File: src/rtl/pixel_downloader_if.sv
// Memory-write master and pixel-FIFO read port of the pixel downloader, bundled for connection.
interface pixel_downloader_if;
  logic [32:0]  avl_mm_addr;
  logic         avl_mm_write;
  logic [255:0] avl_mm_writedata;
  logic [31:0]  avl_mm_byteenable;
  logic         avl_mm_waitrequest;
  logic         avl_mm_writeresponsevalid;
  logic [1:0]   avl_mm_response;
  logic         pix_fifo_read;
  logic [31:0]  pix_fifo_data;
  logic         pix_fifo_empty;
  logic [9:0]   pix_fifo_usedw;

  modport master (
    output avl_mm_addr, avl_mm_write, avl_mm_writedata, avl_mm_byteenable,
    input  avl_mm_waitrequest, avl_mm_writeresponsevalid, avl_mm_response,
    output pix_fifo_read,
    input  pix_fifo_data, pix_fifo_empty, pix_fifo_usedw
  );

  modport slave (
    input  avl_mm_addr, avl_mm_write, avl_mm_writedata, avl_mm_byteenable,
    output avl_mm_waitrequest, avl_mm_writeresponsevalid, avl_mm_response,
    input  pix_fifo_read,
    output pix_fifo_data, pix_fifo_empty, pix_fifo_usedw
  );
endinterface

File: src/rtl/pixel_downloader.sv
// Write-side pixel DMA: drains 32-bit FIFO words, packs them (optionally 3->4 byte pixel
// expansion) into 256-bit beats and writes them to memory over an Avalon-MM write master.
module pixel_downloader #(
  parameter int RESP_TIMEOUT = 255
) (
  input  logic                clk,
  input  logic                rst_n,
  pixel_downloader_if.master  bus,
  input  logic                enable,
  input  logic                word_mode,
  input  logic [31:0]         base_address,
  input  logic [31:0]         total_size,
  input  logic                transform_data,
  output logic                write_error_w,
  output logic                frame_done,
  output logic                active
);

  typedef enum logic [1:0] {S_IDLE, S_COLLECT, S_WRITE, S_RESP} state_t;

  localparam logic [15:0] TIMER_LAST = 16'(RESP_TIMEOUT - 1);

  state_t        r_state;
  state_t        w_state_next;
  logic          r_enable_d;
  logic [31:0]   r_addr;
  logic [31:0]   r_base;
  logic [31:0]   r_end;
  logic          r_transform;
  logic          r_word_mode;
  logic [3:0]    r_issued;
  logic [3:0]    r_captured;
  logic          r_rd_pending;
  logic [31:0]   r_words [8];
  logic          r_err_sticky;
  logic [15:0]   r_timer;
  logic          r_frame_done;
  logic          r_write_error;

  logic [3:0]    w_n;
  logic [3:0]    w_n_idle;
  logic          w_fifo_read;
  logic          w_start;
  logic          w_advance;
  logic          w_error;
  logic [31:0]   w_addr_step;
  logic [191:0]  w_vec192;
  logic [255:0]  w_beat;

  assign w_n         = r_transform ? 4'd6 : 4'd8;
  assign w_n_idle    = transform_data ? 4'd6 : 4'd8;
  assign w_addr_step = r_addr + (r_word_mode ? 32'd8 : 32'd32);
  assign w_vec192    = {r_words[5], r_words[4], r_words[3], r_words[2], r_words[1], r_words[0]};

  // Transform mode slices the 192-bit word vector into eight 24-bit pixels, zero-padding byte 3.
  for (genvar gi = 0; gi < 8; gi++) begin : g_pack
    assign w_beat[32*gi +: 32] = r_transform ? {8'h00, w_vec192[24*gi +: 24]} : r_words[gi];
  end

  always_ff @(posedge clk or negedge rst_n) begin
    if (!rst_n) r_state <= S_IDLE;
    else        r_state <= w_state_next;
  end

  always_comb begin
    w_state_next = r_state;
    w_fifo_read  = 1'b0;
    w_start      = 1'b0;
    w_advance    = 1'b0;
    w_error      = 1'b0;
    case (r_state)
      S_IDLE: begin
        if (enable && !r_err_sticky && (bus.pix_fifo_usedw >= {6'd0, w_n_idle})) begin
          w_start      = 1'b1;
          w_state_next = S_COLLECT;
        end
      end
      S_COLLECT: begin
        w_fifo_read = (r_issued < w_n) && !bus.pix_fifo_empty;
        if (r_rd_pending && (r_captured == w_n - 4'd1)) w_state_next = S_WRITE;
      end
      S_WRITE: begin
        if (!bus.avl_mm_waitrequest) begin
          if (RESP_TIMEOUT == 0) begin
            w_advance    = 1'b1;
            w_state_next = S_IDLE;
          end else begin
            w_state_next = S_RESP;
          end
        end
      end
      S_RESP: begin
        if (bus.avl_mm_writeresponsevalid) begin
          if (bus.avl_mm_response == 2'b00) w_advance = 1'b1;
          else                              w_error   = 1'b1;
          w_state_next = S_IDLE;
        end else if (r_timer == TIMER_LAST) begin
          w_error      = 1'b1;
          w_state_next = S_IDLE;
        end
      end
      default: w_state_next = S_IDLE;
    endcase
  end

  always_ff @(posedge clk or negedge rst_n) begin
    if (!rst_n) begin
      r_enable_d    <= 1'b0;
      r_addr        <= '0;
      r_base        <= '0;
      r_end         <= '0;
      r_transform   <= 1'b0;
      r_word_mode   <= 1'b0;
      r_issued      <= '0;
      r_captured    <= '0;
      r_rd_pending  <= 1'b0;
      r_err_sticky  <= 1'b0;
      r_timer       <= '0;
      r_frame_done  <= 1'b0;
      r_write_error <= 1'b0;
      for (int i = 0; i < 8; i++) r_words[i] <= '0;
    end else begin
      r_enable_d    <= enable;
      r_rd_pending  <= w_fifo_read;
      r_frame_done  <= 1'b0;
      r_write_error <= 1'b0;

      if (w_start) begin
        r_transform <= transform_data;
        r_word_mode <= word_mode;
        r_issued    <= '0;
        r_captured  <= '0;
      end
      if (w_fifo_read) r_issued <= r_issued + 4'd1;
      // FIFO data lags the read strobe by one cycle, so capture on the delayed strobe.
      if (r_rd_pending) begin
        r_words[r_captured[2:0]] <= bus.pix_fifo_data;
        r_captured               <= r_captured + 4'd1;
      end

      if (r_state == S_RESP) r_timer <= r_timer + 16'd1;
      else                   r_timer <= '0;

      if (w_error) begin
        r_write_error <= 1'b1;
        r_err_sticky  <= 1'b1;
      end
      if (!enable) r_err_sticky <= 1'b0;

      if (enable && !r_enable_d) begin
        r_addr <= base_address;
        r_base <= base_address;
        r_end  <= base_address + total_size;
      end else if (w_advance) begin
        if (w_addr_step == r_end) begin
          r_addr       <= r_base;
          r_frame_done <= 1'b1;
        end else begin
          r_addr <= w_addr_step;
        end
      end
    end
  end

  assign bus.avl_mm_addr       = {1'b0, r_addr};
  assign bus.avl_mm_write      = (r_state == S_WRITE);
  assign bus.avl_mm_writedata  = w_beat;
  assign bus.avl_mm_byteenable = 32'hFFFF_FFFF;
  assign bus.pix_fifo_read     = w_fifo_read;
  assign write_error_w         = r_write_error;
  assign frame_done            = r_frame_done;
  assign active                = (r_state != S_IDLE);

endmodule

File: src/flat_wrapper.sv
// flat-port wrapper written by rule: the top's interface ports become plain ports
module pixel_downloader_flat 
#(
  parameter int RESP_TIMEOUT = 255
)
  (clk, rst_n, enable, word_mode, base_address, total_size, transform_data, write_error_w, frame_done, active, bus_avl_mm_addr, bus_avl_mm_write, bus_avl_mm_writedata, bus_avl_mm_byteenable, bus_avl_mm_waitrequest, bus_avl_mm_writeresponsevalid, bus_avl_mm_response, bus_pix_fifo_read, bus_pix_fifo_data, bus_pix_fifo_empty, bus_pix_fifo_usedw);
  pixel_downloader_if bus_i ();
  input  logic clk;
  input  logic rst_n;
  input  logic enable;
  input  logic word_mode;
  input  logic [31:0] base_address;
  input  logic [31:0] total_size;
  input  logic transform_data;
  output logic write_error_w;
  output logic frame_done;
  output logic active;
  output wire logic [$bits(bus_i.avl_mm_addr)-1:0] bus_avl_mm_addr;
  output wire logic [$bits(bus_i.avl_mm_write)-1:0] bus_avl_mm_write;
  output wire logic [$bits(bus_i.avl_mm_writedata)-1:0] bus_avl_mm_writedata;
  output wire logic [$bits(bus_i.avl_mm_byteenable)-1:0] bus_avl_mm_byteenable;
  input wire logic [$bits(bus_i.avl_mm_waitrequest)-1:0] bus_avl_mm_waitrequest;
  input wire logic [$bits(bus_i.avl_mm_writeresponsevalid)-1:0] bus_avl_mm_writeresponsevalid;
  input wire logic [$bits(bus_i.avl_mm_response)-1:0] bus_avl_mm_response;
  output wire logic [$bits(bus_i.pix_fifo_read)-1:0] bus_pix_fifo_read;
  input wire logic [$bits(bus_i.pix_fifo_data)-1:0] bus_pix_fifo_data;
  input wire logic [$bits(bus_i.pix_fifo_empty)-1:0] bus_pix_fifo_empty;
  input wire logic [$bits(bus_i.pix_fifo_usedw)-1:0] bus_pix_fifo_usedw;
  assign bus_avl_mm_addr = bus_i.avl_mm_addr;
  assign bus_avl_mm_write = bus_i.avl_mm_write;
  assign bus_avl_mm_writedata = bus_i.avl_mm_writedata;
  assign bus_avl_mm_byteenable = bus_i.avl_mm_byteenable;
  assign bus_i.avl_mm_waitrequest = bus_avl_mm_waitrequest;
  assign bus_i.avl_mm_writeresponsevalid = bus_avl_mm_writeresponsevalid;
  assign bus_i.avl_mm_response = bus_avl_mm_response;
  assign bus_pix_fifo_read = bus_i.pix_fifo_read;
  assign bus_i.pix_fifo_data = bus_pix_fifo_data;
  assign bus_i.pix_fifo_empty = bus_pix_fifo_empty;
  assign bus_i.pix_fifo_usedw = bus_pix_fifo_usedw;
  pixel_downloader #(.RESP_TIMEOUT(RESP_TIMEOUT)) u_core (.clk(clk), .rst_n(rst_n), .bus(bus_i), .enable(enable), .word_mode(word_mode), .base_address(base_address), .total_size(total_size), .transform_data(transform_data), .write_error_w(write_error_w), .frame_done(frame_done), .active(active));
endmodule
File: config.mk
export PLATFORM = sky130hd
export DESIGN_NAME = pixel_downloader_flat
export DESIGN_NICKNAME = d
export VERILOG_FILES = /design/src/rtl/pixel_downloader_if.sv /design/src/rtl/pixel_downloader.sv /design/src/flat_wrapper.sv
export SDC_FILE = /design/constraint.sdc
export NUM_CORES = 1
export LEC_CHECK = 0
export BUFFER_PORTS_ARGS = -buffer_cell sky130_fd_sc_hd__clkbuf_2
export CORE_ASPECT_RATIO = 1.1
export CORE_MARGIN = 8
export CORE_UTILIZATION = 56
export DETAILED_ROUTE_END_ITERATION = 16
export GPL_TIMING_DRIVEN = 0
export PLACE_DENSITY = 0.81
export REMOVE_ABC_BUFFERS = 1
export SLEW_MARGIN = 30
export SYNTH_ARGS = -nofsm -noshare
export SYNTH_HDL_FRONTEND = slang
export SYNTH_SLANG_ARGS = --single-unit
File: constraint.sdc
create_clock -name clk -period 4.1 [get_ports clk]
set_input_delay 0.82 -clock clk [delete_from_list [all_inputs] [get_ports clk]]
set_output_delay 0.82 -clock clk [all_outputs]
set_load 0.03 [all_outputs]
==> qor.txt <==
Post-Syn Area = 21210 um2
Status = completed
Cells after synthesis = 1903
Util after Layout = 0.6765
Total power = 20.01 mW
Port Buf Inserts = 408
Register area share after synthesis = 0.4541
Cts bufs inserted = 41
Final Critical Period = 3933 ps
Top-area cell type share of the netlist area = 0.4541
Setup CP Type = flop to flop
Number of flops mapped to enable cells by yosys = 0
Post-synth top flop = dfrtp_1
Horiz. Die Dim = 201.6 um
Share of layout cells above drive strength 1 = 0.4247
Post-route ant nets = 0
Slew Viols, Final = 0
P_leak = 11.97 nW
GPL Wtd Cong = 0.9386
CP required = 4580 ps
WL final = 61440 um
Count of cell types in the netlist = 74
Maxcap violations = 0
First-pass GRT wire length = 96010 um
Vias in the first global route = 16710
Min-delay worst type = input pin to async pin
VDD IR-drop max = 0.0006294 V
Vias = 16222
Clock buffer depth = 3
CTS Hold Bufs = 0
Max_slew headroom = 0.4102
Largest net degree at the start of global routing = 84
Clock skew = 17.97 ps
Flops & latches, synth = 385
Worst skew pair latency = 540 ps
Count leader, synth = mux2_2
Final setup vio count = 0
RSZ-0062 raised after global routing = false
Die Area = 44370 um2
Pwr dens = 794.8 nW/um2
Area of the core = 37220 um2
Top post-synthesis cells by area = dfrtp_1, mux2_2, nand2_1, ha_1, nor2b_1
Total gr overflow = 0
Initial antenna violation count = 2
DRC errors left = 0
Placed Cells = 2699
Top cells by instance count after synthesis = mux2_2, dfrtp_1, nand2_1
Crit-path max FO = 51
Max frequency = 254.2 MHz
Initial drt markers = 1231
Async S/R FF share, synth = 1.000
Final Net Count = 2417
Die height = 220.1 um
Clock slew at reported path FFs = 60 ps
Routed WL per cell = 22.11 um
Clock Sink Count = 385
HPWL Detailed = 45180 um
Worst EP arrival = 4410 ps
YS warnings = 0
TritonCTS clock tree = built
Initial DRT Pass Iterations = 5
Post-layout instance count excluding filler cells = 2779
# IOs = 442
H-tree depth = 2
Fin. Hold Viols = 0
FP Rows = 74
GRT Util Overall = 0.2675
Initial core utilization = 0.5700
Area Overhead vs Synth = 18.69%
Post-synth top area cell = dfrtp_1
Syn Area/Cell = 11.15 um2
Actual slew at the worst max-slew pin = 883.7 ps
Period utilization = 0.9593
Startpoint types = flop
Vias per cell = 5.837
Clk root buf = clkbuf_16
Endpoint type of the worst setup path = flop
-- cell type report --
cell class / instances / area, um2
diodes: 1 / 2.502
clock buffers: 64 / 1255
clock inverters: 11 / 112.6
fillers: 2690 / 12040
inverters: 31 / 116.4
multi-input cells: 1349 / 10830
flip-flops and latches: 385 / 9638
well taps: 494 / 618.1
repair buffers: 444 / 2605
-- worst max-delay path, cell delays in order, from the launching register on --
cell	delay, ps
dfrtp_1	400
inv_1	60
ha_1	380
a31oi_4	260
nor3_4	430
nand3_1	200
xnor2_1	180
or4b_1	630
nor4_4	280
buf_4	210
nand2_8	270
a32oi_1	330
o221a_2	220
-- metrics by stage --
stage / hold WS [ps] / cell area, um2 / TNS, ps / worst slack, ps
6_report: 286.7 / 25180 / 0 / 166.7
3_5_place_dp: 462.0 / 23720 / -13600 / -552.6
3_3_place_gp: 445.3 / 23120 / -3572170 / -6093
5_1_grt: 332.3 / 25180 / 0 / 18.95
2_1_floorplan: 432.3 / 20460 / -573440 / -2899
4_1_cts: 307.4 / 25150 / 0 / 1.128
-- state kept, by name (all words and copies together), names as in the netlist --
name / flops
u_core.frame_done: 1
u_core.r_addr: 32
u_core.r_base: 32
u_core.r_captured: 4
u_core.r_enable_d: 1
u_core.r_end: 32
u_core.r_err_sticky: 1
u_core.r_issued: 4
u_core.r_rd_pending: 1
u_core.r_state: 2
u_core.r_timer: 16
u_core.r_transform: 1
u_core.r_word_mode: 1
u_core.r_words: 256
u_core.write_error_w: 1
-- timing repair --
action	CTS	global route
endpoints found under the hold margin	0	0
setup buffers	4	0
pin swaps	2	0
resized for setup	4	4
endpoints found under the setup margin	33	22
-- cell families (layout without fill, tap and decap cells) --
logic type	after synthesis	in the layout	synth area share
simple gates	501	501	0.1223
fa+ha+maj	49	49	0.02925
buf+inv	200	550	0.04671
compound gates	228	228	0.07266
xor+xnor	78	78	0.03220
flops	385	385	0.4541
other cells	2	34	0.0003540
mux	460	460	0.2423
-- cell usage in the layout, fill, tap and decap left out, types with 6 or more instances in the layout --
master     instances
a21o_1            14
a21oi_1           34
a22oi_1            6
a31oi_1            9
a32oi_1           11
a41oi_1            6
and2_1            21
and3_1            23
buf_16            11
buf_4             16
clkbuf_1          11
clkbuf_16         43
clkbuf_2         407
clkbuf_8          11
clkinv_2           7
conb_1            33
dfrtp_1          384
ha_1              48
inv_1             31
mux2_2           429
mux2i_1           31
nand2_1          180
nand2b_1           6
nand3_1           50
nand4_1           15
nor2_1            48
nor2b_1           73
nor3_1            25
nor3b_1           11
nor4_1             7
o211ai_1          30
o21ai_0           58
xnor2_1           38
xor2_1            40
-- metal layers --
| metal | vias to the layer above | track usage | wire [um] | part of all wire |
|---|---|---|---|---|
| met5 | - | 0 | 11 | 0.00018 |
| met4 | 2 | 0.1084 | 2358 | 0.038 |
| met3 | 133 | 0.06202 | 4176 | 0.068 |
| met2 | 632 | 0.4621 | 30740 | 0.50 |
| met1 | 8050 | 0.3221 | 24150 | 0.39 |
| li1 | 7405 | - | - | - |
-- worst paths after layout --
check	to	startpoint	cells past startpoint	slack, ps
max	u_core.r_addr[6]	u_core.r_word_mode	12	170
min	u_core.r_base[1]	rst_n	1	290
max reg2reg	u_core.r_addr[6]	u_core.r_word_mode	12	170
min reg2reg	u_core.r_base[3]	u_core.r_base[3]	2	480
max in group asynchronous	u_core.r_words[128]	rst_n	3	2560
min in group clk	u_core.r_enable_d	enable	1	450
-- report_power, final --
part | switching (mW) | total [mW] | internal (mW)
clock network | 1.52 | 3.75 | 2.23
logic | 6.34 | 10.0 | 3.71
registers | 1.09 | 6.22 | 5.13
total | 8.94 | 20.0 | 11.1
No activity file was read; power rests on OpenSTA's default activity.
